===== src/rtl/riscv_periph_arbiter.sv =====
// Two-master round-robin arbiter sharing one req/gnt/rvalid peripheral slave; one transaction in flight.
// Latency: grant is combinational with the request; response is combinational from s_rvalid (no added cycle).
// Backpressure: s_gnt=0 holds off grants; masters keep req stable until granted; nothing is buffered here.
module riscv_periph_arbiter #(
   parameter int ADDR_W  = 32,
   parameter int DATA_W  = 64,
   parameter int TIMEOUT = 16
) (
   input  logic                clk,
   input  logic                rst,
   // master 0: core data port
   input  logic                m0_req,
   input  logic                m0_wren,
   input  logic [ADDR_W-1:0]   m0_addr,
   input  logic [DATA_W-1:0]   m0_wdata,
   input  logic [DATA_W/8-1:0] m0_wstrb,
   output logic                m0_gnt,
   output logic                m0_rvalid,
   output logic [DATA_W-1:0]   m0_rdata,
   output logic                m0_rerr,
   // master 1: debug / DMA port
   input  logic                m1_req,
   input  logic                m1_wren,
   input  logic [ADDR_W-1:0]   m1_addr,
   input  logic [DATA_W-1:0]   m1_wdata,
   input  logic [DATA_W/8-1:0] m1_wstrb,
   output logic                m1_gnt,
   output logic                m1_rvalid,
   output logic [DATA_W-1:0]   m1_rdata,
   output logic                m1_rerr,
   // shared slave port
   output logic                s_req,
   output logic                s_wren,
   output logic [ADDR_W-1:0]   s_addr,
   output logic [DATA_W-1:0]   s_wdata,
   output logic [DATA_W/8-1:0] s_wstrb,
   input  logic                s_gnt,
   input  logic                s_rvalid,
   input  logic [DATA_W-1:0]   s_rdata
);

   // Bundled request fields so the winner mux is a single select.
   typedef struct packed {
      logic                wren;
      logic [ADDR_W-1:0]   addr;
      logic [DATA_W-1:0]   wdata;
      logic [DATA_W/8-1:0] wstrb;
   } req_t;

   localparam logic [0:0] ST_IDLE = 1'b0;
   localparam logic [0:0] ST_BUSY = 1'b1;

   // Counter only needs to reach TIMEOUT-1; keep at least one bit so a disabled timeout still elaborates.
   localparam int          TW    = (TIMEOUT > 1) ? $clog2(TIMEOUT) : 1;
   localparam bit          TO_EN = (TIMEOUT != 0);
   localparam logic [TW-1:0] TLAST = TW'((TIMEOUT > 0) ? (TIMEOUT - 1) : 0);

   logic [0:0]    state;
   logic          owner;     // master that owns the outstanding transaction
   logic          rr_last;   // last master granted; loses the next tie
   logic [TW-1:0] tcnt;      // cycles spent waiting for s_rvalid

   req_t          m0_r;
   req_t          m1_r;
   req_t          win_r;
   logic          winner;
   logic          busy;
   logic          rsp_ok;
   logic          rsp_to;
   logic          rsp_done;
   logic          can_issue;
   logic          hs;

   assign m0_r = '{wren: m0_wren, addr: m0_addr, wdata: m0_wdata, wstrb: m0_wstrb};
   assign m1_r = '{wren: m1_wren, addr: m1_addr, wdata: m1_wdata, wstrb: m1_wstrb};

   assign busy     = (state == ST_BUSY);
   assign rsp_ok   = busy & s_rvalid;
   // A real response in the deadline cycle wins over the timeout.
   assign rsp_to   = busy & ~s_rvalid & TO_EN & (tcnt == TLAST);
   assign rsp_done = rsp_ok | rsp_to;
   // Completing response and next grant share a cycle, giving back-to-back throughput.
   assign can_issue = ~busy | rsp_done;

   // Round-robin pick: a lone requester wins, a tie goes to the master not granted last.
   always_comb begin
      winner = 1'b0;
      if (m0_req & m1_req) begin
         winner = ~rr_last;
      end else if (m1_req) begin
         winner = 1'b1;
      end
      win_r = winner ? m1_r : m0_r;
   end

   assign s_req   = can_issue & (m0_req | m1_req) & ~rst;
   assign hs      = s_req & s_gnt;

   assign s_wren  = s_req ? win_r.wren  : 1'b0;
   assign s_addr  = s_req ? win_r.addr  : '0;
   assign s_wdata = s_req ? win_r.wdata : '0;
   assign s_wstrb = s_req ? win_r.wstrb : '0;

   assign m0_gnt  = hs & ~winner;
   assign m1_gnt  = hs &  winner;

   // Responses steer only to the owner; reset masks anything still in flight.
   assign m0_rvalid = rsp_done & ~owner & ~rst;
   assign m1_rvalid = rsp_done &  owner & ~rst;
   assign m0_rerr   = rsp_to   & ~owner & ~rst;
   assign m1_rerr   = rsp_to   &  owner & ~rst;
   assign m0_rdata  = (rsp_ok & ~owner & ~rst) ? s_rdata : '0;
   assign m1_rdata  = (rsp_ok &  owner & ~rst) ? s_rdata : '0;

   // Transaction tracking: new handshake takes priority over returning to idle.
   always_ff @(posedge clk) begin
      if (rst) begin
         state   <= ST_IDLE;
         owner   <= 1'b0;
         rr_last <= 1'b1;
         tcnt    <= '0;
      end else if (hs) begin
         state   <= ST_BUSY;
         owner   <= winner;
         rr_last <= winner;
         tcnt    <= '0;
      end else if (rsp_done) begin
         state   <= ST_IDLE;
         tcnt    <= '0;
      end else if (busy && (tcnt != TLAST)) begin
         tcnt    <= tcnt + TW'(1);
      end
   end

endmodule


===== config.mk =====
export PLATFORM = sky130hd
export DESIGN_NAME = riscv_periph_arbiter
export DESIGN_NICKNAME = d
export VERILOG_FILES = /design/src/rtl/riscv_periph_arbiter.sv
export SDC_FILE = /design/constraint.sdc
export NUM_CORES = 1
export LEC_CHECK = 0
export ABC_AREA = 1
export CAP_MARGIN = 20
export CORE_AREA = 2 2 200 202
export CTS_CLUSTER_DIAMETER = 60
export DETAILED_ROUTE_END_ITERATION = 16
export DIE_AREA = 0 0 202 204
export DONT_BUFFER_PORTS = 1
export GPL_TIMING_DRIVEN = 0
export PLACE_DENSITY = 0.3
export SLEW_MARGIN = 30
export SYNTH_ARGS = -nofsm -noshare
export SYNTH_HDL_FRONTEND = slang
export SYNTH_SLANG_ARGS = --single-unit
export TNS_END_PERCENT = 20

===== constraint.sdc =====
create_clock -name clk -period 2.7 [get_ports clk]
set_input_delay 0.54 -clock clk [delete_from_list [all_inputs] [get_ports clk]]
set_output_delay 0.54 -clock clk [all_outputs]
set_load 0.01 [all_outputs]

==> out/results.md <==
• outcome: finished, final reports clean
• max_cap viols: 0
• endpoint type of the worst setup path: primary output
• I/O pin count: 520
• cell chosen for the clock root: clkbuf_16
• category of the most critical setup path: reg2out
• TritonCTS clock tree: built
• capture point of the worst reg-to-reg path: tcnt[3]$_SDFFE_PP0P_
• post-layout instance count excluding filler cells: 1,159
• number of clock sinks: 7
• met3 capacity usage during global routing: 0.0191
• hold path startpoint: rr_last$_SDFFE_PP1P_
• num rows: 73
• final critical-path required period: 2.52 ns
• largest area contributor in the netlist: nand2_1
• top area cells in the synthesized netlist: nand2_1 30%, nor2_1 18%, a21oi_2 12%
• synthesis warning total: 0
• arrival time worst endpoint: 1.98 ns
• most common library cell in the layout ignoring fill and taps: nand2_1
• hold bufs inserted after CTS: 0
• setup slack of the worst register-to-register path: 1.23 ns
• worst-skew pair later-pin latency: 0.23 ns
• Total Nets Final: 913
• Max H-tree Level: 1
• maximum vdd ir drop: 0.161 mV
• CORE AREA: 39,200 um^2
• placed cells: 1,153
• IO Port Bufs: 0
• via count of the first global-routing pass: 3,808
• buffer depth of the longest clock path: 2
• first drt pass iteration count: 4
• top achievable clock speed: 0.397 GHz
• ratio of cells with drive above 1 in the final layout: 0.136
• drt via density: 3.64
• critical path peak fanout: 10
• beginning of the worst register-to-register path: tcnt[0]$_SDFFE_PP0P_
• Leak: 0.00166 uW
• leftover overflow at the end of global routing: 0
• Register-to-Register Path Depth: 6
• layout overhead on the synthesized area: 26.0%
• minimum setup slack in the final design: 0.183 ns
• DR iter-0 viols: 192
• overall track demand over capacity in global routing: 0.0967
• launching element type of the critical path: flip-flop
• vertical extent of the die: 204 um
• Setup Slack @ Placement: -0.0661 ns
• Max Slew Vio Count: 0
• initial core utilization: 0.0738
• final routed wirelength across all metal layers: 22.1 mm
• Worst-path clk slew: 0.03 ns
• final worst path period share: 0.932
• Avg Inst Size Synth: 4.60 um^2
• global routing met2 resource utilization: 0.200
• Slew Limit Headroom: 0.571
• power density cells: 239 nW/um^2
• routability cong.: 0.906
• antenna violations before repair: 6
• first-pass GRT wire length: 28.4 mm
• routed length per placed instance: 19.1 um
• synthesized area: 2890 um^2
• class of the tightest hold or removal check: reg2reg
• via count of the routed design: 4,218
• DRC viols: 0
• number of CTS-inserted buffers: 3
• RSZ-0062 raised after global routing: false
• endpoint required time on the critical path: 2.16 ns
• Die Outline Area: 41,200 um^2
• share of synthesized area occupied by flip-flops and latches: 0.0485
• count of distinct cell types in the synthesized netlist: 22
• WHS: 0.485 ns
• number of endpoints failing setup at the final stage: 0
• Yosys top cell area share: 0.300
• most utilized layer in the global route result: met2
• flip-flop and latch count after synthesis: 7
• detailed placer's ending HPWL: 19.8 mm
• GR met1 Demand/Resource: 0.0934
• remaining antenna violation count after routing: 0
• largest net degree at the start of global routing: 11
• hold violation count in the final report: 0
• horizontal die dimension: 202 um
• commonest cells after routing, fill and taps aside: 231 x nand2_1, 139 x nor2_1, 80 x inv_1
• worst-case clock skew: 0.00157 ns
• Gate Count Post-Synth: 628
• hold path endpoint: rr_last$_SDFFE_PP1P_
• hold path depth: 2
• transition time of the tightest slew-check pin: 0.644 ns
• crit path from: rr_last$_SDFFE_PP1P_
• number of nets in the synthesized netlist: 909
[synth_stat cells]
cell	instances
a21oi_2	39
nor3_1	2
nand4_1	2
buf_6	5
nor2_1	139
nand2_2	2
nand3_1	5
nor2_2	1
inv_2	1
ha_1	1
inv_1	80
buf_2	30
nand2_1	231
nand2_4	1
a21oi_1	67
buf_1	6
o21bai_1	1
o21ai_0	1
buf_4	3
nand3_2	2
dfxtp_1	7
clkbuf_1	2
[cell type report]
cell class	count	area [um^2]
clock buffers	4	78.8
multi-input cells	494	2200
well taps	525	657
fillers	4620	35500
diodes	3	7.51
flip-flops and latches	7	140
inverters	81	304
plain buffers	45	254
[flip-flops by register name, indices dropped and copies added (netlist names)]
register and flops:
busy 1, tcnt 4, rr_last 1, owner 1
[timing repair]
| item | CTS | global route |
|---|---|---|
| pin swaps | 0 | 1 |
| resized for setup | 2 | 0 |
| endpoints found under the setup margin | 2 | 2 |
| buffers inserted | 0 | 0 |
| hold endpoints to repair | 0 | 0 |
[worst max-delay path by stage]
stage / depth (start not counted) / slack (ns) / to
detailed placement: 7 / -0.07 / s_wstrb[4]
global placement: 7 / -0.03 / s_wstrb[4]
finish: 6 / 0.18 / s_wdata[26]
CTS: 7 / 0.05 / s_wstrb[4]
global route: 6 / 0.02 / s_wdata[26]
floorplan: 7 / 0.82 / s_wdata[40]
[critical path, cell delays in order, from the launching register on]
cell and delay, ns:
dfxtp_1 0.31, nand2_1 0.07, nand2_2 0.16, inv_2 0.22, clkbuf_1 0.42, nand2_1 0.19, a21oi_1 0.37
[report_power, final]
part | total, uW | switching [uW] | internal, uW
Clock | 249 | 52.5 | 196
Sequential | 111 | 3.67 | 108
Combinational | 512 | 382 | 129
Total | 872 | 439 | 433
[cell families (layout without fill, tap and decap cells)]
| family | Yosys count | in the layout | synth area share |
|---|---|---|---|
| buffers and inverters | 127 | 130 | 0.195 |
| DFF | 7 | 7 | 0.0485 |
| other | 0 | 3 | 0 |
| and+or+nand+nor | 385 | 385 | 0.514 |
| AOI/OAI and AO/OA | 108 | 108 | 0.238 |
| adders and majority gates | 1 | 1 | 0.00433 |
[per-layer routing]
metal,part of all wire,vias to the layer above
li1,-,1894
met3,0.072,46
met5,0,-
met2,0.54,340
met1,0.35,1938
met4,0.037,0
[through the flow]
| step | area, um^2 | util | TNS [ns] | total power, uW |
|---|---|---|---|---|
| 4_1_cts | 3640 | 0.0930 | 0 | 889 |
| 3_3_place_gp | 3550 | 0.0906 | -0.0289 | 625 |
| 3_5_place_dp | 3550 | 0.0906 | -0.0943 | 630 |
| 6_report | 3640 | 0.0930 | 0 | 872 |
| 2_1_floorplan | 2890 | - | 0 | 492 |
| 5_1_grt | 3640 | 0.0930 | 0 | 938 |
Note: power is estimated with default switching activity, not from simulation.
